<file path="src/rtl/led_pkg.sv">
// Shared types and constants for the LED pattern arbiter.
// Holds pattern codes, FSM states, the default tick period and the pattern lookup.
package led_pkg;

  typedef enum logic [1:0] {
    SOLID     = 2'd0,
    SLOW      = 2'd1,
    FAST      = 2'd2,
    HEARTBEAT = 2'd3
  } mode_t;

  typedef enum logic {
    IDLE = 1'b0,
    RUN  = 1'b1
  } state_t;

  localparam int unsigned TICK_DIV_DEFAULT = 32'd10000000;

  // LED level for a given pattern and window phase.
  function automatic logic led_pattern(input mode_t m, input logic [1:0] ph);
    case (m)
      SOLID:   return 1'b1;
      SLOW:    return ~ph[1];
      FAST:    return ~ph[0];
      default: return (ph == 2'd0);
    endcase
  endfunction

endpackage

</file>
<file path="src/rtl/led_tick_gen.sv">
// Pattern tick divider: 32-bit count 0..TICK_DIV-1, one-cycle tick at the top count.
// clr restarts the count from zero so a new window always gets a full tick period.
module led_tick_gen
  import led_pkg::*;
#(
  parameter int unsigned TICK_DIV = TICK_DIV_DEFAULT
) (
  input  logic clk,
  input  logic rst_n,
  input  logic clr,
  output logic tick
);

  localparam logic [31:0] LAST = 32'(TICK_DIV - 1);

  logic [31:0] cnt;

  assign tick = (cnt == LAST);

  always_ff @(posedge clk or negedge rst_n) begin
    if (!rst_n) begin
      cnt <= '0;
    end else if (clr || tick) begin
      cnt <= '0;
    end else begin
      cnt <= cnt + 32'd1;
    end
  end

endmodule

</file>
<file path="src/rtl/led_arbiter.sv">
// Grants one requester a 4-tick LED pattern window; one-cycle req->gnt, re-arbitration at window end.
// Winner policy: fixed lowest-index priority, or round-robin when LED_ARB_ROUND_ROBIN_EN is defined.
module led_arbiter
  import led_pkg::*;
#(
  parameter int          NREQ     = 4,
  parameter int unsigned TICK_DIV = TICK_DIV_DEFAULT
) (
  input  logic              clk,
  input  logic              rst_n,
  input  logic [NREQ-1:0]   req,
  input  logic [2*NREQ-1:0] mode,
  output logic              led,
  output logic [NREQ-1:0]   gnt,
  output logic              busy
);

  localparam int IW = $clog2(NREQ);

  state_t          state, state_nxt;
  logic [1:0]      phase, phase_nxt;
  mode_t           mode_q, mode_nxt, win_mode;
  logic [NREQ-1:0] gnt_nxt, win_oh;
  logic            led_nxt, busy_nxt;
  logic [IW-1:0]   win_idx;
  logic            tick, any_req, dropped, window_end, do_grant;

  assign any_req    = |req;
  assign dropped    = (state == RUN) && ((req & gnt) == '0);
  assign window_end = (state == RUN) && tick && (phase == 2'd3);
  // A drop always beats the window-end re-arbitration.
  assign do_grant   = any_req && !dropped && ((state == IDLE) || window_end);

  led_tick_gen #(.TICK_DIV(TICK_DIV)) u_tick (
    .clk   (clk),
    .rst_n (rst_n),
    .clr   (do_grant),
    .tick  (tick)
  );

`ifdef LED_ARB_ROUND_ROBIN_EN
  logic [IW-1:0] ptr;

  // Descending scan so the nearest index after ptr is written last and wins.
  always_comb begin
    win_idx = '0;
    for (int k = NREQ; k >= 1; k--) begin
      if (req[IW'((int'(ptr) + k) % NREQ)]) begin
        win_idx = IW'((int'(ptr) + k) % NREQ);
      end
    end
  end

  always_ff @(posedge clk or negedge rst_n) begin
    if (!rst_n) begin
      ptr <= IW'(NREQ - 1);
    end else if (do_grant) begin
      ptr <= win_idx;
    end
  end
`else
  always_comb begin
    win_idx = '0;
    for (int k = NREQ - 1; k >= 0; k--) begin
      if (req[k]) begin
        win_idx = IW'(k);
      end
    end
  end
`endif

  assign win_oh = NREQ'(1) << win_idx;

  always_comb begin
    win_mode = SOLID;
    for (int k = 0; k < NREQ; k++) begin
      if (win_idx == IW'(k)) begin
        win_mode = mode_t'(mode[2*k +: 2]);
      end
    end
  end

  always_ff @(posedge clk or negedge rst_n) begin
    if (!rst_n) begin
      state <= IDLE;
    end else begin
      state <= state_nxt;
    end
  end

  always_comb begin
    state_nxt = state;
    case (state)
      IDLE:    if (any_req) state_nxt = RUN;
      RUN:     if (dropped || (window_end && !any_req)) state_nxt = IDLE;
      default: state_nxt = IDLE;
    endcase
  end

  always_comb begin
    gnt_nxt   = gnt;
    led_nxt   = led;
    busy_nxt  = busy;
    phase_nxt = phase;
    mode_nxt  = mode_q;
    if (state_nxt == IDLE) begin
      gnt_nxt   = '0;
      led_nxt   = 1'b0;
      busy_nxt  = 1'b0;
      phase_nxt = 2'd0;
    end else if (do_grant) begin
      gnt_nxt   = win_oh;
      mode_nxt  = win_mode;
      phase_nxt = 2'd0;
      led_nxt   = led_pattern(win_mode, 2'd0);
      busy_nxt  = 1'b1;
    end else if (tick) begin
      phase_nxt = phase + 2'd1;
      led_nxt   = led_pattern(mode_q, phase + 2'd1);
    end
  end

  always_ff @(posedge clk or negedge rst_n) begin
    if (!rst_n) begin
      gnt    <= '0;
      led    <= 1'b0;
      busy   <= 1'b0;
      phase  <= 2'd0;
      mode_q <= SOLID;
    end else begin
      gnt    <= gnt_nxt;
      led    <= led_nxt;
      busy   <= busy_nxt;
      phase  <= phase_nxt;
      mode_q <= mode_nxt;
    end
  end

endmodule

</file>
<file path="config.mk">
export PLATFORM = sky130hd
export DESIGN_NAME = led_arbiter
export DESIGN_NICKNAME = d
export VERILOG_FILES = /design/src/rtl/led_pkg.sv /design/src/rtl/led_tick_gen.sv /design/src/rtl/led_arbiter.sv
export SDC_FILE = /design/constraint.sdc
export NUM_CORES = 1
export LEC_CHECK = 0
export ABC_AREA = 1
export CAP_MARGIN = 30
export CORE_MARGIN = 2
export CORE_UTILIZATION = 47
export DETAILED_ROUTE_END_ITERATION = 8
export GPL_TIMING_DRIVEN = 0
export PLACE_DENSITY = 0.69
export RECOVER_POWER = 50
export SYNTH_ARGS = -nofsm -noshare
export SYNTH_HDL_FRONTEND = slang
export SYNTH_SLANG_ARGS = --single-unit
</file>
<file path="constraint.sdc">
create_clock -name clk -period 4 [get_ports clk]
set_clock_uncertainty 0.1 [all_clocks]
set_input_delay 0.6 -clock clk [delete_from_list [all_inputs] [get_ports clk]]
set_output_delay 0.6 -clock clk [all_outputs]
set_load 0.1 [all_outputs]
</file>
==> flow_summary.ini <==
[cells_and_area]
final_nets = 454
seqCellArea_um2 = 1080
stdcell_count = 513
stdcell_area_um2 = 3280
drive_above_1_share_pct = 12.3
fillerInstances = 582
area_growth_pct = 13.5
antenna_cells = 0
multi_input_area_um2 = 1530

[timing]
fin_crit_ps = 2560
max_clock_freq_mhz = 391
worst_pin_slew_ps = 1390
hold_slack_ps = 308
fin_setup_tns_ps = 0
rsz0062_at_grt = false
setup_viol = 0
fin_crit_sh_pct = 63.9
slew_violations = 0
hold_viol = 0
worst_slack_ps = 1440
slew_headroom_pct = 7.65

[placed_design]
place_inst = 505
port_buffers = 19
dp_hpwl_mm = 5.24
place_ws_ps = 1680
gp_congestion = 0.888
post_dp_cell_area_um2 = 3190

[floorplanning]
pin_count = 20
die_area_um2 = 6790
fp-row-count = 28
start_util_pct = 48.8
die_x_um = 82.4
die_h_um = 82.4
coreArea_um2 = 5920

[power_and_ir_drop]
power.switching_mw = 0.602
p_leak_nw = 1.42
power_density_nw_per_um2 = 449
combPwrFrac_pct = 40.3
ir_worst_vdd_mv = 0.380
p_clk_share_pct = 23.3
switching_share_pct = 40.9
power_frac_seq_pct = 36.4
p_int_mw = 0.871

[setup_path]
crit_arrival_ps = 1860
crit_fanout = 3
rrSetupSlack_ps = 1900
cp_slowest_stage_delay_ps = 1150
start_kind = register
startpoint = gnt[1]
worst-path-buf-inv = 1
cp_top_family = buffers and inverters
reg2reg_from = u_tick.cnt[0]
crit_type = reg -> out
critPathSlowestCell = clkdlybuf4s50_1
cp.required_ps = 3300
crit_chain = clkdlybuf4s50_1
end_kind = output pin

[logic_synthesis]
synth_edf_count = 0
yosysUniqueCellTypes = 27
syn_avg_cell_area_um2 = 7.05
yosysWarnings = 0
ys_top_cells_by_count = 110 x nand2_1, 67 x nor2_1, 53 x inv_1
synthTopCellsByArea = dfrtp_1 37%, nand2_1 14%, nor2_1 8.7%
synth_nets = 427
synth-seq-area-share_pct = 37.2
synth_ff_type = dfrtp_1
synthArstFlopShare_pct = 100
yosysMostFrequentCell = nand2_1
yosys_register_bits = 43
synth_top_area_share_pct = 37.2
synth_area_um2 = 2890
syn_inst = 410
synth_top_area_cell = dfrtp_1

[global_routing]
grt_pass1_wl_mm = 11.0
antenna_found_initial = 0
track_usage_pct = 21.8
grt_pass1_vias = 2376
gr-total-overflow = 0
grt_max_degree = 27

[route]
first_pass_iters = 5
wl_per_cell_um = 13.0
dr_wl_met2_mm = 3.13
met3_length_um = 248
drt_iter0_markers = 161
routed-via-count = 2574
final_antenna_net_count = 0
wirelength_mm = 6.69
drt-vias-per-instance = 5.02
m1WireLength_mm = 3.18
top_layer_used = met4
drc_errors = 0

[clock_tree]
cts_buffers = 5
htree_levels = 2
cts.sinks = 43
clockBufferDepth = 2
clk_pin_slew_ps = 80
hold_buffers = 0
cts_tree = done
cts.repair.resized = 0
clk-insertion-delay-late_ps = 300
root_buffer = clkbuf_8
post-cts-setup-buffers = 0

[run]
cap_violations = 0

[worst_hold_path]
hp-class = in -> async

[run_status]
status = complete, no violations
## final cells by class
| class | count | area share [%] |
|---|---|---|
| flip-flops and latches | 43 | 32.8 |
| inverters | 56 | 6.41 |
| plain buffers | 4 | 1.98 |
| well taps | 75 | 2.86 |
| multi-input cells | 307 | 46.8 |
| repair buffers | 20 | 5.72 |
| clock inverters | 3 | 1.34 |
| clock buffers | 5 | 2.10 |
## path summary, 6_finish.rpt
path                                  end  cells after the start
max in group asynchronous           state                      2
min reg2reg                 u_tick.cnt[0]                      1
min                        u_tick.cnt[14]                      1
max reg2reg                u_tick.cnt[22]                      8
min in group clk            u_tick.cnt[0]                      1
max                                gnt[1]                      1
## layout by cell type, fill, tap and decap left out, types with 2 or more instances in the layout
master | Yosys | routed
nand2_1 | 110 | 110
clkdlybuf4s50_1 | 0 | 18
ha_1 | 3 | 3
nand3b_1 | 3 | 3
nand3_1 | 22 | 23
o22ai_1 | 2 | 2
nor2_2 | 33 | 33
o21ai_0 | 10 | 10
clkbuf_1 | 0 | 2
nor2_1 | 67 | 67
a21oi_1 | 2 | 2
xor2_1 | 20 | 20
inv_2 | 3 | 2
nand4_1 | 8 | 8
inv_1 | 53 | 54
nor3_1 | 14 | 14
dfrtp_1 | 43 | 43
buf_12 | 3 | 3
clkbuf_8 | 0 | 5
nand2_4 | 2 | 2
xnor2_1 | 2 | 2
## through the flow
step	total power [mW]	util [%]
floorplan	1.01	-
global placement	1.14	53.6
detailed placement	1.15	53.9
CTS	1.50	55.8
global route	1.56	55.4
finish	1.47	55.4
## sequential cells by signal, indices dropped and copies added (netlist names)
name        count
led             1
busy            1
gnt             4
state           1
phase           2
u_tick.cnt     32
mode_q          2
## kinds of logic (layout without fill, tap and decap cells)
group | count (synthesis) | after routing | share of synthesized area [%]
AOI/OAI and AO/OA | 16 | 16 | 3.07
xor gates and xnor gates | 22 | 22 | 6.67
adders and majority gates | 3 | 3 | 1.30
buffers and inverters | 60 | 88 | 9.52
DFF | 43 | 43 | 37.2
and+or+nand+nor | 266 | 266 | 42.2
## power by group through the flow
stage | combinational (mW) | sequential, mW | clock (mW)
after floorplan | 0.336 | 0.673 | 0
after global placement | 0.596 | 0.544 | 0
after detailed placement | 0.600 | 0.546 | 0
after CTS | 0.604 | 0.537 | 0.354
after global routing | 0.643 | 0.543 | 0.371
final | 0.594 | 0.536 | 0.343
## layer usage
layer | vias to the layer above | track usage (%)
met5 | - | 0
met4 | 0 | 8.33
met3 | 11 | 3.91
met2 | 55 | 34.2
met1 | 1186 | 29.9
li1 | 1322 | -
## worst reg2reg max path, stage by stage, from the launching register on
cell and delay (ps):
dfrtp_1 390, ha_1 220, nand3_1 250, nor2_1 360
nand4_1 230, nor2_1 160, nand2_1 80, o21ai_0 150
nor2_1 60
Power figures use the tool's default switching activity.
